<file path="src/rtl/matmul_pkg.sv">
// matmul_pkg: shared sizes, FSM state and matrix storage types for the matrix multiply sequencer.
package matmul_pkg;
  localparam int W  = 32;
  localparam int N  = 4;
  localparam int IW = $clog2(N);
  typedef enum logic [1:0] {IDLE, RUN, DONE} mm_state_t;
  typedef logic [W-1:0] elem_t;
  typedef elem_t mat_t [N][N];
endpackage

</file>
<file path="src/rtl/matmul_index_ctr.sv">
// matmul_index_ctr: row-major (i,j) walk over an NxN result, flagging the final element.
module matmul_index_ctr
  import matmul_pkg::*;
(
  input  logic          clk,
  input  logic          reset,
  input  logic          i_clr,
  input  logic          i_en,
  output logic [IW-1:0] o_i,
  output logic [IW-1:0] o_j,
  output logic          o_last
);
  logic [IW-1:0] r_i, r_j;
  // N is a power of two, so both indices wrap back to 0 naturally after the last element
  always_ff @(posedge clk) begin
    if (reset || i_clr) begin
      r_i <= '0;
      r_j <= '0;
    end else if (i_en) begin
      r_j <= r_j + IW'(1);
      if (r_j == IW'(N - 1)) r_i <= r_i + IW'(1);
    end
  end
  assign o_i    = r_i;
  assign o_j    = r_j;
  assign o_last = (r_i == IW'(N - 1)) && (r_j == IW'(N - 1));
endmodule

</file>
<file path="src/rtl/matmul_sequencer.sv">
// matmul_sequencer: holds A, B, C and time-shares an external DotProd to compute C = A x B,
// one C element per clock.
module matmul_sequencer
  import matmul_pkg::*;
(
  input  logic                  clk,
  input  logic                  reset,
  input  logic                  load_en,
  input  logic                  load_sel,
  input  logic [IW-1:0]         load_row,
  input  logic [IW-1:0]         load_col,
  input  logic [W-1:0]          load_data,
  input  logic                  start,
  output logic                  busy,
  output logic                  done,
  input  logic [IW-1:0]         rd_row,
  input  logic [IW-1:0]         rd_col,
  output logic [W-1:0]          rd_data,
  output logic [N-1:0][W-1:0]   dp_in1,
  output logic [N-1:0][W-1:0]   dp_in2,
  input  logic [W-1:0]          dp_result
);
  mm_state_t     r_state, w_next;
  mat_t          r_a, r_b, r_c;
  logic [IW-1:0] w_i, w_j;
  logic          w_last, w_idle, w_run;

  assign w_idle = (r_state == IDLE);
  assign w_run  = (r_state == RUN);
  assign busy   = w_run;
  assign done   = (r_state == DONE);

  matmul_index_ctr u_idx (
    .clk    (clk),
    .reset  (reset),
    .i_clr  (!w_run),
    .i_en   (w_run),
    .o_i    (w_i),
    .o_j    (w_j),
    .o_last (w_last)
  );

  always_ff @(posedge clk) begin
    if (reset) r_state <= IDLE;
    else r_state <= w_next;
  end

  always_comb begin
    w_next = r_state;
    w_next = w_idle ? (start ? RUN : IDLE) :
             w_run  ? (w_last ? DONE : RUN) : IDLE;
  end

  // a load issued together with start lands at the same edge, so RUN sees the new value
  always_ff @(posedge clk) begin
    if (reset) begin
      for (int r = 0; r < N; r++)
        for (int c = 0; c < N; c++) begin
          r_a[r][c] <= '0;
          r_b[r][c] <= '0;
          r_c[r][c] <= '0;
        end
    end else begin
      if (w_idle && load_en && !load_sel) r_a[load_row][load_col] <= load_data;
      if (w_idle && load_en && load_sel) r_b[load_row][load_col] <= load_data;
      if (w_run) r_c[w_i][w_j] <= dp_result;
    end
  end

  always_comb begin
    dp_in1 = '0;
    dp_in2 = '0;
    for (int k = 0; k < N; k++) begin
      dp_in1[k] = w_run ? r_a[w_i][k] : '0;
      dp_in2[k] = w_run ? r_b[k][w_j] : '0;
    end
  end

  assign rd_data = r_c[rd_row][rd_col];
endmodule

</file>
<file path="config.mk">
export PLATFORM = sky130hd
export DESIGN_NAME = matmul_sequencer
export DESIGN_NICKNAME = d
export VERILOG_FILES = /design/src/rtl/matmul_pkg.sv /design/src/rtl/matmul_index_ctr.sv /design/src/rtl/matmul_sequencer.sv
export SDC_FILE = /design/constraint.sdc
export NUM_CORES = 2
export LEC_CHECK = 0
export ABC_CLOCK_PERIOD_IN_PS = 6810
export CORE_MARGIN = 3
export CORE_UTILIZATION = 35
export DETAILED_ROUTE_END_ITERATION = 12
export GPL_ROUTABILITY_DRIVEN = 0
export GPL_TIMING_DRIVEN = 0
export HOLD_SLACK_MARGIN = 0.1
export PLACE_DENSITY_LB_ADDON = 0.1
export RECOVER_POWER = 100
export SKIP_CTS_REPAIR_TIMING = 1
export SLEW_MARGIN = 20
export SYNTH_ARGS = -nofsm -noshare
export SYNTH_HDL_FRONTEND = slang
export SYNTH_SLANG_ARGS = --single-unit
</file>
<file path="constraint.sdc">
create_clock -name clk -period 6.81 [get_ports clk]
set_input_delay 1.362 -clock clk [delete_from_list [all_inputs] [get_ports clk]]
set_output_delay 1.362 -clock clk [all_outputs]
set_load 0.02 [all_outputs]
</file>
---- Yosys cells after proc, flatten, opt, wreduce, memory -nomap -nowiden ----
Memories as Yosys holds them, arrays and structs flattened. A register that Yosys moved wholly into a read port is not among the register bits.
Index checks and enable logic that the tools add are counted.
operators by class
  reductions and logical operators ........ 14
  magnitude comparators ................... 5
  bitwise gates (word level) .............. 3
  add/sub/neg operators ................... 2
  equal/unequal tests ..................... 4
  muxes and demuxes ....................... 53
operator list
  operator                                                   number
  two-way mux 128 bit                                        9
  two-way mux 32 bit                                         20
  OR reduction 128 bit                                       3
  binary-select mux 32 bit (select 2 bit)                    5
  demux 32 bit (select 2 bit)                                2
  two-way mux 2 bit                                          8
  greater-or-equal comparator 3 bit (second input constant)  3
  two-way mux 1 bit                                          9
  NOT 2 -> 3 bit                                             3
  == test 2 bit (second input constant)                      3
  logical AND 1 bit                                          6
  < comparator 3 x 1 -> 1 bit (second input constant)        2
  adder 2 x 1 -> 2 bit (second input constant)               2
  == test 2 x 1 -> 1 bit (second input constant)             1
  logical NOT 1 bit                                          2
  logical NOT 2 bit                                          1
  AND reduction 2 bit                                        1
  logical OR 1 bit                                           1
word-level totals
  register bits after elaboration ......... 6
  memories kept ........................... 3
  RAM bits ................................ 1536
memory list
  memory  depth  bits a word  rd ports  clocked after Yosys merged registers in  write ports  RTL line                RTL
  r_a     4      128          1         1                                        4            matmul_sequencer.sv:24  mat_t r_a, r_b, r_c;
  r_b     4      128          4         0                                        4            matmul_sequencer.sv:24
  r_c     4      128          1         0                                        4            matmul_sequencer.sv:24

---- Longest topological paths before layout ----
  depth in word-level cells ............... 8
  depth in mapped cells ................... 10
  depth with buffers taken out ............ 4

---- Modules after synthesis ----
A second synthesis with hierarchy kept.
unflattened totals
  cells, all modules ...................... 4605
  area total of the unflattened synthesis .. 67110.6 um2
modules (own cells, without submodules)
  module            area each (um2)  cells an instance  times used  sequential area each (um2)
  matmul_sequencer  66905.4          4586               1           46164.3
  matmul_index_ctr  205.2            19                 1           80.1

---- Least setup slack after synthesis ----
OpenSTA, ideal clock, no wires.
  path kind ............................... in2reg
  from .................................... in reset
  to ...................................... mem r_a[3][0] (netlist bit) (enable)
  stages .................................. 5
  setup slack ............................. 2.304 ns
  path buffers ............................ 2
  library setup time ...................... 0.428 ns
  data required time ...................... 6.382 ns
  data arrival time ....................... 4.078 ns
  cells stage by stage .................... or4b_1 > buf_6 > or3_1 > buf_2 > o21bai_1
RTL lines
  what                RTL line                RTL
  start: declaration  matmul_sequencer.sv:7   input logic reset,
  end: declaration    matmul_sequencer.sv:24

==> reports/metrics.cfg <==
[outcome]
status = finished with violations
violations = capacitance limit, slew limit

[worst_setup_path]
timing.rr.start = u_idx.o_j[1]$_SDFFE_PP0N_
path_class = in -> reg
worstReg2RegEnd = r_c[2][93]$_SDFFCE_PN0P_
startpoint_type = primary input
reg2regPathDepth = 6
endpoint_kind = register
ff2ff_setup_slack_ns = 0.87
crit_arrival_ns = 6.94
crit_path_max_fanout = 20
crit_required_ns = 7.31

[global_route]
busiest_layer = met2
grt_pass1_vias = 43078
grt.met1_usage_pct = 34.5
grt_pass1_wl_um = 349000
grt_use_total_pct = 25.4
overflow = 0
antenna_found_initial = 41
use_met3_pct = 4.42
grt_max_degree = 33
met2_usage_pct = 40.5

[detailed_routing]
viasPerCell = 5.42
wl_per_cell_um = 32.8
dr_total_vias = 42169
postRouteAntennaNets = 0
wl_um = 255000
first_pass_iters = 6
drcViolationCount = 0
drt_iter0_markers = 4905

[power_and_ir_drop]
totalPowerFinal_mw = 21.7
power-per-cell-area_mw_per_mm2 = 269
sw_frac_of_total_pct = 24.0
p_int_mw = 16.5
p_clk_share_pct = 42.2
seq_power_share_pct = 50.3
ir_drop_uv = 210
total_leakage_power_nw = 27.8
pwr-share-comb_pct = 7.6
p_sw_mw = 5.21

[yosys]
synthTopCellsByArea = edfxtp_1 68%, mux4_2 13%, and2_1 7.7%, nor2_1 4.3%, and3_1 1.9%
synth_top_area_share_pct = 67.8
synth_nets = 4597
synthCells = 4512
syn_area_per_cell_um2 = 15.1
yosysSeqAreaShare_pct = 68.0
synthTopCellsByCount = 1,536 x edfxtp_1, 835 x and2_1, 771 x nor2_1
ys_types = 31
ys_seq_elements = 1544
synthFlopType = edfxtp_1
async_flop_share_pct = 0
synth_edf_count = 1536
synthesis.area_mm2 = 0.0681
ys.warnings.count = 0
synth.largest_area_cell = edfxtp_1
yosysMostFrequentCell = edfxtp_1

[sta]
finalSetupTns_ns = 0
maxSlewHeadroom_pct = -151
rsz0062_at_grt = false
fmax_mhz = 155
clock_skew_ns = 0.0316
setup-violations-final = 0
holdWs_ns = 0.575
drv_slew = 987
finalCritPeriodShare_pct = 94.5
worst_pin_slew_ns = 3.76
report.final.hold_viol_count = 0
period_minus_slack_ns = 6.43

[clock_network]
cts_sinks = 1544
clk_latency_ns = 0.83
clockRootBuffer = clkbuf_16
clockBufferDepth = 3
clk_pin_slew_worst_paths_ns = 0.06
h-tree-depth = 4
cts_tree = yes
cts_made_buffers = 176

[die]
rows = 161
floorplan.die_area_mm2 = 0.200
top_level_ports = 367
start_util_pct = 35.3
die_h_um = 447
core_mm2 = 0.193
die_x_um = 447

[cells_and_area]
utilization_pct = 41.8
layout.nets = 5175
areaGrowthSynthToFinish_pct = 18.6
drive_gt1_share_pct = 12.8
stdcell_count = 7781

[worst_hold_path]
hold_path.class = reg -> reg
min_from = r_state[1]$_SDFF_PP0_
whs_endpoint = r_state[0]$_SDFF_PP0_
min_path_cells = 1

[placement]
hpwl_um = 179000
dp.cells = 7438
io_buffers = 363

[job]
max_cap_violations = 48

[through the flow]
step / setup slack [ns] / area [um2]
after global placement: -1.81 / 74800
after global routing: 0.311 / 80700
after CTS: 0.668 / 81400
after floorplan: 2.30 / 68100
after detailed placement: 0.928 / 76100
final: 0.377 / 80700
[cells in the final DEF, fill, tap and decap left out, types with 3 or more instances in the layout]
cell type and instances:
clkbuf_2 3, inv_6 5, clkdlybuf4s50_1 190, buf_16 13, nor3_1 5, and2_0 429, and3_1 202, edfxtp_1 1536
nor4bb_1 4, dfxtp_1 8, and2_1 406, diode_2 25, clkbuf_1 440, nor4_1 8, ha_1 8, nor2_1 771
a21o_1 8, o21bai_1 18, or2_0 7, nand2b_1 5, buf_2 36, clkbuf_16 177, nand2_1 196, nand3_1 13
buf_12 7, dlygate4sd3_1 173, clkinv_2 15, a22oi_1 64, or2_1 11, mux4_2 384, clkinv_1 36, clkinv_8 8
bufinv_16 9, nor2b_1 7, inv_1 6
[logic make-up after synthesis]
group	share of synthesized area (%)
buffers and inverters	2.38
XOR/XNOR	0.0129
AO/OA/AOI/OAI	1.04
flip-flops	68.0
adder cells (fa/ha/maj)	0.147
multiplexers	12.7
AND/OR/NAND/NOR	15.7
[critical path: stages]
cell           delay, ns
dlygate4sd3_1       0.66
clkbuf_1            0.42
nor4b_1             1.31
clkbuf_1            0.44
nand3_1             0.67
o21bai_1            1.74
buf_12              0.29
[worst max path at each step]
stage | cells after the start | to | slack [ns] | startpoint
3_5_place_dp | 8 | r_b[0][104]$_SDFFCE_PN0P_ | 0.93 | reset
5_1_grt | 8 | r_b[0][102]$_SDFFCE_PN0P_ | 0.31 | reset
2_1_floorplan | 5 | r_a[3][0]$_SDFFCE_PN0P_ | 2.30 | reset
6_report | 7 | r_b[2][29]$_SDFFCE_PN0P_ | 0.38 | reset
4_1_cts | 6 | dp_in1[62] | 0.67 | r_state[0]$_SDFF_PP0_
3_3_place_gp | 7 | r_b[1][107]$_SDFFCE_PN0P_ | -1.81 | reset
[registers in the layout, indices dropped and copies added, names as in the netlist, named ones only]
register   cells
r_b          512
r_state        2
r_a          512
u_idx.o_i      2
u_idx.o_j      2
r_c          512
[power groups by stage]
stage | sequential, mW | clock (mW) | combinational [mW]
6_report | 10.9 | 9.14 | 1.64
5_1_grt | 10.9 | 9.62 | 1.71
4_1_cts | 10.9 | 9.25 | 1.73
3_5_place_dp | 11.1 | 0 | 1.72
3_3_place_gp | 11.1 | 0 | 1.63
2_1_floorplan | 11.0 | 0 | 0.811
[area by class of cell]
type	count	area, um2
fillers	17932	112000
well taps	2526	3160
plain buffers	401	1560
clock inverters	76	678
multi-input cells	2561	20100
inverters	6	22.5
flip-flops and latches	1544	46300
diodes	25	62.6
repair buffers	400	4200
clock buffers	242	4680
[routing by layer]
layer | vias up | wire (um)
met3 | 391 | 17500
met5 | - | 21
li1 | 17723 | -
met4 | 4 | 11500
met2 | 1759 | 120000
met1 | 22292 | 106000
(Power assumes the default switching activity.)
